<file path="src/rtl/chip8_fetch_decode.sv">
// rtl/chip8_fetch_decode.sv - CHIP-8 two-byte instruction fetch and registered decode with valid/ready output
module chip8_fetch_decode #(
    parameter int                ADDR_W      = 12,
    parameter logic [ADDR_W-1:0] PC_RESET    = ADDR_W'('h200),
    parameter int                MEM_LATENCY = 1,
    parameter bit                SCHIP       = 1'b0
) (
    input  logic              clk,
    input  logic              rst_n,
    output logic              mem_rd,
    output logic [ADDR_W-1:0] mem_addr,
    input  logic [7:0]        mem_rdata,
    input  logic              pc_load,
    input  logic [ADDR_W-1:0] pc_load_addr,
    input  logic              pc_skip,
    output logic              out_valid,
    input  logic              out_ready,
    output logic [ADDR_W-1:0] out_pc,
    output logic [15:0]       opcode,
    output logic [3:0]        op_main,
    output logic [3:0]        x,
    output logic [3:0]        y,
    output logic [3:0]        n,
    output logic [7:0]        nn,
    output logic [11:0]       nnn,
    output logic [4:0]        op_sub,
    output logic [2:0]        alu_op,
    output logic              alu_switchxy,
    output logic              illegal
);

    localparam logic [2:0] ALU_ASSIGN = 3'd0;
    localparam logic [2:0] ALU_OR     = 3'd1;
    localparam logic [2:0] ALU_AND    = 3'd2;
    localparam logic [2:0] ALU_XOR    = 3'd3;
    localparam logic [2:0] ALU_PLUS   = 3'd4;
    localparam logic [2:0] ALU_MINUS  = 3'd5;
    localparam logic [2:0] ALU_SHR    = 3'd6;
    localparam logic [2:0] ALU_SHL    = 3'd7;

    localparam int         WAIT_LAST_I = (MEM_LATENCY > 1) ? MEM_LATENCY - 2 : 0;
    localparam logic [1:0] WAIT_LAST   = WAIT_LAST_I[1:0];

    typedef enum logic [2:0] {
        S_IDLE, S_FETCH_HI, S_WAIT_HI, S_FETCH_LO, S_WAIT_LO, S_LATCH, S_VALID
    } state_t;

    state_t            state, state_n;
    logic [ADDR_W-1:0] pc;
    logic [1:0]        wait_cnt;
    logic [7:0]        hi_byte;
    logic [15:0]       op_w;
    logic [4:0]        d_sub;
    logic [2:0]        d_alu;
    logic              d_sw;
    logic              d_ill;

    assign out_valid = (state == S_VALID);

    always_ff @(posedge clk or negedge rst_n) begin
        if (!rst_n) state <= S_IDLE;
        else        state <= state_n;
    end

    // S_IDLE keeps mem_rd low while reset is held; fetching starts on the first edge after release.
    always_comb begin
        state_n  = state;
        mem_rd   = 1'b0;
        mem_addr = '0;
        case (state)
            S_IDLE:     state_n = S_FETCH_HI;
            S_FETCH_HI: begin
                mem_rd   = 1'b1;
                mem_addr = pc;
                state_n  = (MEM_LATENCY > 1) ? S_WAIT_HI : S_FETCH_LO;
            end
            S_WAIT_HI:  if (wait_cnt == WAIT_LAST) state_n = S_FETCH_LO;
            S_FETCH_LO: begin
                mem_rd   = 1'b1;
                mem_addr = pc + ADDR_W'(1);
                state_n  = (MEM_LATENCY > 1) ? S_WAIT_LO : S_LATCH;
            end
            S_WAIT_LO:  if (wait_cnt == WAIT_LAST) state_n = S_LATCH;
            S_LATCH:    state_n = S_VALID;
            S_VALID:    if (out_ready) state_n = S_FETCH_HI;
            default:    state_n = S_IDLE;
        endcase
        if (pc_load) state_n = S_FETCH_HI;
    end

    always_ff @(posedge clk or negedge rst_n) begin
        if (!rst_n) begin
            wait_cnt <= '0;
        end else if (state == S_WAIT_HI || state == S_WAIT_LO) begin
            wait_cnt <= wait_cnt + 2'd1;
        end else begin
            wait_cnt <= '0;
        end
    end

    always_ff @(posedge clk or negedge rst_n) begin
        if (!rst_n) begin
            pc <= PC_RESET;
        end else if (pc_load) begin
            pc <= pc_load_addr;
        end else if (out_valid && out_ready) begin
            pc <= out_pc + (pc_skip ? ADDR_W'(4) : ADDR_W'(2));
        end
    end

    assign op_w = {hi_byte, mem_rdata};

    always_comb begin
        d_sub = 5'd0;
        d_alu = ALU_ASSIGN;
        d_sw  = 1'b0;
        d_ill = 1'b0;
        case (op_w[15:12])
            4'h0: begin
                if (op_w[11:0] == 12'h0E0)                 d_sub = 5'd1;
                else if (op_w[11:0] == 12'h0EE)            d_sub = 5'd2;
                else if (SCHIP && op_w[11:4] == 8'h0C)     d_sub = 5'd14;
                else if (SCHIP && op_w[11:0] == 12'h0FB)   d_sub = 5'd15;
                else if (SCHIP && op_w[11:0] == 12'h0FC)   d_sub = 5'd16;
                else if (SCHIP && op_w[11:0] == 12'h0FD)   d_sub = 5'd17;
                else if (SCHIP && op_w[11:0] == 12'h0FE)   d_sub = 5'd18;
                else if (SCHIP && op_w[11:0] == 12'h0FF)   d_sub = 5'd19;
                else                                       d_ill = 1'b1;
            end
            4'h5, 4'h9: d_ill = (op_w[3:0] != 4'h0);
            4'h8: begin
                case (op_w[3:0])
                    4'h0:    d_alu = ALU_ASSIGN;
                    4'h1:    d_alu = ALU_OR;
                    4'h2:    d_alu = ALU_AND;
                    4'h3:    d_alu = ALU_XOR;
                    4'h4:    d_alu = ALU_PLUS;
                    4'h5:    d_alu = ALU_MINUS;
                    4'h6:    d_alu = ALU_SHR;
                    4'h7: begin
                        d_alu = ALU_MINUS;
                        d_sw  = 1'b1;
                    end
                    4'hE:    d_alu = ALU_SHL;
                    default: d_ill = 1'b1;
                endcase
            end
            4'hE: begin
                case (op_w[7:0])
                    8'h9E:   d_sub = 5'd3;
                    8'hA1:   d_sub = 5'd4;
                    default: d_ill = 1'b1;
                endcase
            end
            4'hF: begin
                case (op_w[7:0])
                    8'h07:   d_sub = 5'd5;
                    8'h0A:   d_sub = 5'd6;
                    8'h15:   d_sub = 5'd7;
                    8'h18:   d_sub = 5'd8;
                    8'h1E:   d_sub = 5'd9;
                    8'h29:   d_sub = 5'd10;
                    8'h33:   d_sub = 5'd11;
                    8'h55:   d_sub = 5'd12;
                    8'h65:   d_sub = 5'd13;
                    8'h30:   if (SCHIP) d_sub = 5'd20; else d_ill = 1'b1;
                    8'h75:   if (SCHIP) d_sub = 5'd21; else d_ill = 1'b1;
                    8'h85:   if (SCHIP) d_sub = 5'd22; else d_ill = 1'b1;
                    default: d_ill = 1'b1;
                endcase
            end
            default: ;
        endcase
    end

    // The hi byte is sampled in FETCH_LO, exactly MEM_LATENCY cycles after its read strobe.
    always_ff @(posedge clk or negedge rst_n) begin
        if (!rst_n) begin
            hi_byte      <= '0;
            opcode       <= '0;
            out_pc       <= '0;
            op_sub       <= '0;
            alu_op       <= '0;
            alu_switchxy <= 1'b0;
            illegal      <= 1'b0;
        end else if (!pc_load) begin
            if (state == S_FETCH_LO) hi_byte <= mem_rdata;
            if (state == S_LATCH) begin
                opcode       <= op_w;
                out_pc       <= pc;
                op_sub       <= d_sub;
                alu_op       <= d_alu;
                alu_switchxy <= d_sw;
                illegal      <= d_ill;
            end
        end
    end

    assign op_main = opcode[15:12];
    assign x       = opcode[11:8];
    assign y       = opcode[7:4];
    assign n       = opcode[3:0];
    assign nn      = opcode[7:0];
    assign nnn     = opcode[11:0];

endmodule

</file>
<file path="config.mk">
export PLATFORM = sky130hd
export DESIGN_NAME = chip8_fetch_decode
export DESIGN_NICKNAME = d
export VERILOG_FILES = /design/src/rtl/chip8_fetch_decode.sv
export SDC_FILE = /design/constraint.sdc
export NUM_CORES = 1
export LEC_CHECK = 0
export CORE_MARGIN = 1
export CORE_UTILIZATION = 48
export DETAILED_ROUTE_END_ITERATION = 6
export GPL_TIMING_DRIVEN = 0
export HOLD_SLACK_MARGIN = 0.15
export PLACE_DENSITY = 0.79
export REMOVE_ABC_BUFFERS = 1
export SLEW_MARGIN = 20
export SYNTH_ARGS = -nofsm -noshare
export SYNTH_HDL_FRONTEND = slang
export SYNTH_SLANG_ARGS = --single-unit
</file>
<file path="constraint.sdc">
create_clock -name clk -period 2.4 [get_ports clk]
set_clock_uncertainty 0.2 [all_clocks]
set_input_delay 0.48 -clock clk [delete_from_list [all_inputs] [get_ports clk]]
set_output_delay 0.48 -clock clk [all_outputs]
set_load 0.01 [all_outputs]
</file>
==> reports/results.ini, run 1 <==
[status]
status=complete, but fails checks
violations=negative setup slack

[synthesis]
ys.flop_type=dfrtp_1
syn_avg_cell_area_um2=8.51
yosysWarnings=0
synth_area_um2=3890
seq_area_frac_synth=0.399
synth_top_area_frac=0.392
synth-async-reset-ratio=1.00
synthCells=457
synth-seq-cells=62
yosysTopAreaCell=dfrtp_1
synth_cell_types=54
synth.area.top_cells=dfrtp_1, nand2_1, buf_4
synth_edf_count=0

[floorplan]
start_util=0.501
die_width_um=92.0
io_pins=113
die_h_um=92.0
core.rowCount=32
coreArea_um2=7770
die-area_um2=8470

[clock_network]
cts_sinks=62
cts_tree=done
clock_latency_ps=340
htree_num_levels=3
clk_pin_slew_ps=70
clockRootBuffer=clkbuf_8
cts_made_buffers=9
cts.path.max_buffers=2

[timing]
holdWs_ps=241
fmax_mhz=409
fin_crit_ps=2450
grt_setup_unrepaired=yes
slew_viol_final=0
worst_pin_slew_ps=617
final.setup.worst_slack_ps=-46.2
slew_headroom=0.589
hold_viol_final=0
finalCritPeriodShare=1.02
setup_viol=4

[critical_path]
startpoint_type=flip-flop
rrSetupSlack_ps=260
critPathLaunch=pc[1]
r2r_start=state[1]
r2r_cells=5
critPathMaxFanout=3
worstReg2RegEnd=alu_op[1]
worst_setup_path_end_kind=output port
worstPathRequired_ps=1720
critPathArrivalTime_ps=1770
critical_path_class=reg -> out

[hold_path]
holdPathEnd=wait_cnt[0]
hold_start=wait_cnt[0]
hold-path-cell-count=1
min_path_type=reg -> reg

[finish]
drive_gt1_frac=0.147
area_growth_pct=32.6
diodes=0
post-route-util=0.664
nNetsFinal=561

[run]
maxCapViolCount=0

[drt]
drtIter0Drc=143
routedWlPerCell_um=15.1
drc=0
antenna_left=0
vias=3390
wl_mm=9.61
viasPerCell=5.31
firstDrtPassIters=4

[grt]
grt_pass1_wl_mm=15.4
grt_usage=0.231
grt_max_degree=43
grt_pass1_vias=3224
grt-ovfl-total=0
grt_antenna_before_repair=0

[placement]
hpwl_mm=6.47
portBuffers=111
gp_congestion=0.915

[pwr]
powerDensity_nw_per_um2=918
vdd_drop_max_v=0.000510
p_leak_nw=2.24

-- cell type report --
cell class / count / area [um^2]
fill: 659 / 2610
multi-input combinational: 319 / 1980
sequential: 62 / 1560
timing repair buffer: 130 / 1260
clock buffer: 13 / 159
tap: 102 / 128
clock inverter: 3 / 42.5
inverter: 9 / 33.8
-- what timing repair did --
item                       4_1_cts  5_1_grt
resized for setup               53       13
hold buffers                     1        0
buffers inserted                12        5
pin swaps                        5        7
setup endpoints to repair       62       15
hold endpoints to repair        28        0
-- cells by family after synthesis --
family | share of synthesized area
buffers and inverters | 0.118
AND/OR/NAND/NOR | 0.259
adder cells (fa/ha/maj) | 0.0180
AO/OA/AOI/OAI | 0.0913
XOR/XNOR | 0.0563
flip-flops | 0.399
multiplexers | 0.0569
other | 0.000964
-- stage by stage --
step | worst slack [ps] | setup TNS [ps] | total power, mW | instance area, um^2 | instances
floorplan | -35.9 | -65.2 | 2.46 | 3470 | 390
global placement | -1910 | -149200 | 3.72 | 4700 | 603
detailed placement | -1130 | -33670 | 3.79 | 4770 | 606
CTS | -71.9 | -92.1 | 4.76 | 5090 | 635
global route | -171 | -845 | 5.01 | 5160 | 638
finish | -46.2 | -121 | 4.74 | 5160 | 638
-- placed cells by master, fill, tap and decap left out, types with 4 or more instances in the layout --
master,count
nand3_1,7
o21ai_0,21
clkbuf_8,11
dfrtp_1,58
dlygate4sd2_1,6
nor2_1,26
mux2_2,9
mux2i_1,12
and3_1,5
inv_1,8
a21oi_1,8
nor3_1,4
buf_2,7
buf_4,14
xor2_1,14
nor2b_1,8
nand4_1,6
nand2_1,118
xnor2_1,9
clkdlybuf4s50_1,93
nand2b_1,6
-- Yosys cell counts, types with 8 or more instances --
library cell  instances
mux2i_1              12
buf_2                16
nor2_1               28
dfrtp_1              61
buf_4                40
nor2b_1               9
xor2_1               14
nand3_1               9
o21ai_0              22
clkbuf_1             10
mux2_2                9
nand2b_1              8
xnor2_1              11
inv_1                 9
a21oi_1               8
nand2_1             118
-- power breakdown --
group | switching (mW) | leakage (nW) | internal (mW) | total [mW]
sequential | 0.376 | 0.778 | 1.33 | 1.71
combinational | 0.874 | 1.36 | 1.22 | 2.10
clock | 0.396 | 0.0996 | 0.536 | 0.932
total | 1.65 | 2.24 | 3.09 | 4.74
-- how the worst max path moves through the flow --
stage | end | slack (ps) | depth (start not counted)
global placement | alu_op[1] | -1910 | 4
global route | mem_addr[9] | -170 | 9
finish | mem_addr[11] | -50 | 9
floorplan | alu_op[1] | -40 | 3
detailed placement | illegal | -1130 | 7
CTS | mem_addr[9] | -70 | 9
-- critical path, stage by stage, from the launching register on --
cell,delay [ps]
dfrtp_1,390
buf_6,110
nand4_1,120
nor2_2,160
buf_6,130
buf_4,100
nand3_2,60
xor2_1,140
nor2_1,70
buf_2,130
-- metal layers --
layer  track usage  vias up  routed length, um  part of all wire
li1              -     1628                  -                 -
met1         0.285     1624               4080              0.42
met2         0.402      127               4900              0.51
met3        0.0340       11                555             0.058
met4        0.0938        0                 74            0.0077
met5             0        -                  0                 0
-- state kept, by name (all words and copies together), names as in the netlist --
| signal | count |
|---|---|
| opcode | 16 |
| out_pc | 12 |
| pc | 12 |
| hi_byte | 8 |
| op_sub | 4 |
| alu_op | 3 |
| state | 3 |
| wait_cnt | 2 |
| alu_switchxy | 1 |
| illegal | 1 |
Power figures use the tool's default switching activity.
==> inputs of run 2 (changes only) <==
Settings changed: CELL_PAD_IN_SITES_DETAIL_PLACEMENT from default to 1, CELL_PAD_IN_SITES_GLOBAL_PLACEMENT from default to 2, CORE_ASPECT_RATIO from default to 0.7, CORE_MARGIN 1 to default, CORE_UTILIZATION 48 to 28.
==> reports/results.ini, run 2 (synthesis results as in run 1) <==
[status]
status=complete, but fails checks
violations=negative setup slack

[run]
maxCapViolCount=0

[timing]
finalCritPeriodShare=1.02
worst_pin_slew_ps=692
slew_headroom=0.538
holdWs_ps=235
fin_crit_ps=2460
setup_viol=5
grt_setup_unrepaired=yes
fin_setup_tns_ps=-224
slew_viol_final=0
hold_viol_final=0
final.setup.worst_slack_ps=-56.9
fmax_mhz=407

[pwr]
p_leak_nw=2.33
total_power_mw=5.37
powerDensity_nw_per_um2=984
vdd_drop_max_v=0.000531

[clock_network]
clockRootBuffer=clkbuf_16
htree_num_levels=3
cts.path.max_buffers=2
cts_sinks=62
cts_made_buffers=9
cts_tree=done
clk_pin_slew_ps=60
clock_latency_ps=340

[drt]
antenna_left=0
viasPerCell=4.80
wl_mm=12.3
vias=3479
drc=0
firstDrtPassIters=4
routedWlPerCell_um=17.0
drtIter0Drc=181

[grt]
grt-ovfl-total=0
grt_pass1_vias=3552
grt_pass1_wl_mm=19.5
grt_max_degree=41
grt_usage=0.179
grt_antenna_before_repair=0

[critical_path]
worstPathRequired_ps=1720
worst_setup_path_end_kind=output port
r2r_start=out_pc[1]
cp_num_buf_inv=1
critPathLaunch=pc[0]
critPathArrivalTime_ps=1780
startpoint_type=flip-flop
critical_path_class=reg -> out
critPathMaxFanout=3
max_stage_delay_ps=390
critical_path.top_delay_family=simple AND/OR/NAND/NOR gates
crit_chain=ha_2 > nand4_1 > nor2_4 > nand2_1 > xor2_1 > nor2_1 > buf_2
crit_slowest_cell=dfrtp_2

[placement]
hpwl_mm=8.24
gp_congestion=0.770
portBuffers=111

[finish]
layout_commonest_cell=nand2_1
regMostFlops=opcode
num-fill-cells=1530
regArea_um2=1560
diodes=0
drive_gt1_frac=0.172
largest_reg_flops=16
final_cell_mix=nand2_1, clkdlybuf4s50_1, dfrtp_1, nor2_1, o21ai_0
area_growth_pct=40.3
multiInputGateArea_um2=2030
reg_top3=opcode: 16 flops, out_pc: 12 flops, pc: 12 flops
nNetsFinal=565

[floorplan]
die_h_um=101
io_pins=113
start_util=0.291
core.rowCount=35
die-area_um2=14400
coreArea_um2=13400
die_width_um=143

[hold_path]
min_path_type=reg -> reg
hold_start=wait_cnt[0]

==> run 2: final timing paths <==
check / endpoint / slack [ps] / cells after the start
max in group asynchronous: pc[9] / 980 / 3
max reg2reg: pc[11] / 240 / 8
min: wait_cnt[0] / 240 / 1
min reg2reg: wait_cnt[0] / 240 / 1
min in group asynchronous: out_pc[0] / 420 / 2
max: mem_addr[10] / -60 / 7
==> run 2: worst reg2reg max path, stage by stage (launching register included) <==
cell and delay [ps]:
dfrtp_1 400, ha_2 210, inv_1 60, fa_2 430
nand2b_4 180, nor3_2 190, xor2_1 160, mux2i_1 100
o21ai_1 140
==> run 2: metal layers <==
metal | share of wire | GRT usage
met1 | 0.51 | 0.261
met2 | 0.43 | 0.263
met3 | 0.052 | 0.0390
met4 | 0.0092 | 0.0480
met5 | 0 | 0
==> run 2: power by group <==
group	switching, mW	total (mW)	internal [mW]
Clock	0.486	1.48	0.993
Sequential	0.407	1.74	1.34
Combinational	0.921	2.15	1.23
Total	1.81	5.37	3.56
==> run 2: metrics by stage <==
| step | cell area [um^2] | setup WS, ps | utilization | std cells |
|---|---|---|---|---|
| floorplan | 3470 | -35.9 | - | 390 |
| global placement | 4810 | -2240 | 0.360 | 686 |
| detailed placement | 4850 | -1070 | 0.363 | 688 |
| CTS | 5360 | -92.1 | 0.401 | 719 |
| global route | 5460 | -174 | 0.409 | 725 |
| finish | 5460 | -56.9 | 0.409 | 725 |
==> run 2: final cells by class <==
type	instances	share of cell area
flip-flops and latches	62	0.286
well taps	185	0.0424
inverters	9	0.00619
repair buffers	133	0.233
clock buffers	13	0.0495
multi-input cells	320	0.372
clock inverters	3	0.0119
==> run 2: what timing repair did <==
action / in CTS / in global routing
hold buffers: 1 / 0
setup endpoints to repair: 62 / 15
cloned: 1 / 0
gates resized for setup: 65 / 19
pin swaps: 13 / 10
hold endpoints to repair: 22 / 0
buffers inserted: 13 / 6
==> inputs of run 3 (changes only) <==
Settings changed: GPL_ROUTABILITY_DRIVEN from default to 1, SKIP_CTS_REPAIR_TIMING from default to 1.
==> reports/results.ini, run 3 (synthesis results as in run 1) <==
[status]
status=complete, but fails checks
violations=negative setup slack

[placement]
portBuffers=111
dp.cells=688
hpwl_mm=8.24
gp_congestion=0.770
place_ws_ps=-1070

[grt]
grt_usage=0.168
grt_pass1_vias=3429
grt_antenna_before_repair=0
grt-ovfl-total=0
grt_pass1_wl_mm=18.4
grt_max_degree=42

[drt]
drc=0
vias=3487
routedWlPerCell_um=17.0
antenna_left=0
firstDrtPassIters=4
drtIter0Drc=202
wl_mm=12.3
viasPerCell=4.82

[finish]
area_growth_pct=39.7
layout_commonest_cell=nand2_1
diodes=0
drive_gt1_frac=0.152
post-route-util=0.407
largest_reg_flops=16
nNetsFinal=563
stdcell_count=723
reg_top3=opcode: 16 flops, out_pc: 12 flops, pc: 12 flops
regMostFlops=opcode
final_cell_mix=nand2_1, clkdlybuf4s50_1, dfrtp_1, nor2_1, o21ai_0

[floorplan]
io_pins=113
coreArea_um2=13400
die_h_um=101
die-area_um2=14400
start_util=0.291
die_width_um=143
core.rowCount=35

[critical_path]
critPathLaunch=state[1]
startpoint_type=flip-flop
critical_path_class=reg -> out
worst_setup_path_end_kind=output port
critPathArrivalTime_ps=1960
worstPathRequired_ps=1720
r2r_cells=8
rrSetupSlack_ps=180
r2r_start=out_pc[1]
worstReg2RegEnd=pc[11]
critical_path.endpoint=mem_addr[11]
critPathMaxFanout=8

[run]
maxCapViolCount=0

[timing]
slew_headroom=0.514
final.setup.worst_slack_ps=-239
setup_viol=5
hold_viol_final=0
grt_setup_unrepaired=yes
worst_pin_slew_ps=729
slew_viol_final=0
finalCritPeriodShare=1.10
fin_crit_ps=2640
fmax_mhz=379

[clock_network]
clockRootBuffer=clkbuf_16
clk_pin_slew_ps=60
cts.path.max_buffers=2
cts_tree=done
htree_num_levels=3
cts_sinks=62
clock_latency_ps=330
cts_made_buffers=9

[hold_path]
hold_start=wait_cnt[0]
min_path_type=reg -> reg

[pwr]
vdd_drop_max_v=0.000532
powerDensity_nw_per_um2=986
p_leak_nw=2.40

[run 3: cell count changes in the layout (fill, tap and decap cells not counted), sizes merged]
cell | previous run | this run
dlymetal6s2s | 4 | 13
clkbuf | 14 | 16
clkdlybuf4s15 | 1 | 0
buf | 29 | 25
dlygate4sd2 | 7 | 0
clkdlybuf4s50 | 90 | 89
[run 3: how the worst min path moves through the flow]
stage / to / cells after the start
floorplan: alu_op[0] / 0
global placement: wait_cnt[0] / 1
detailed placement: pc[0] / 1
CTS: pc[0] / 1
global route: wait_cnt[0] / 1
finish: wait_cnt[0] / 1
[run 3: stage by stage]
| step | cell area [um^2] | hold slack [ps] | TNS (ps) | total power, mW |
|---|---|---|---|---|
| 2_1_floorplan | 3470 | -15.6 | -65.2 | 2.46 |
| 3_3_place_gp | 4810 | 223 | -177350 | 3.78 |
| 3_5_place_dp | 4850 | 203 | -38170 | 3.85 |
| 4_1_cts | 5190 | -160 | -25500 | 5.35 |
| 5_1_grt | 5440 | 280 | -1210 | 5.67 |
| 6_report | 5440 | 240 | -587 | 5.36 |
[run 3: power breakdown]
group	internal, mW	switching [mW]
sequential	1.34	0.416
clock	0.993	0.476
combinational	1.23	0.908
total	3.56	1.80
[run 3: layout make-up]
cell class / count / area (um^2)
Clock buffer: 13 / 270
Clock inverter: 3 / 65.1
Fill cell: 1527 / 7920
Inverter: 9 / 33.8
Multi-Input combinational cell: 320 / 2000
Sequential cell: 62 / 1560
Tap cell: 185 / 231
Timing Repair Buffer: 131 / 1280
[run 3: layer usage]
layer	up-vias	global-route usage	wire, um
met5	-	0	0
met2	91	0.250	5400
met3	8	0.0390	481
met4	0	0.0480	74
met1	1759	0.241	6330
li1	1629	-	-
[run 3: worst max-delay path, stage by stage (launching register included)]
cell      delay (ps)
dfrtp_2          450
nand4_1          220
nor2_4           180
buf_6            120
buf_4             90
nand3_1          100
xor2_1           160
nor2_1           130
clkbuf_2         150
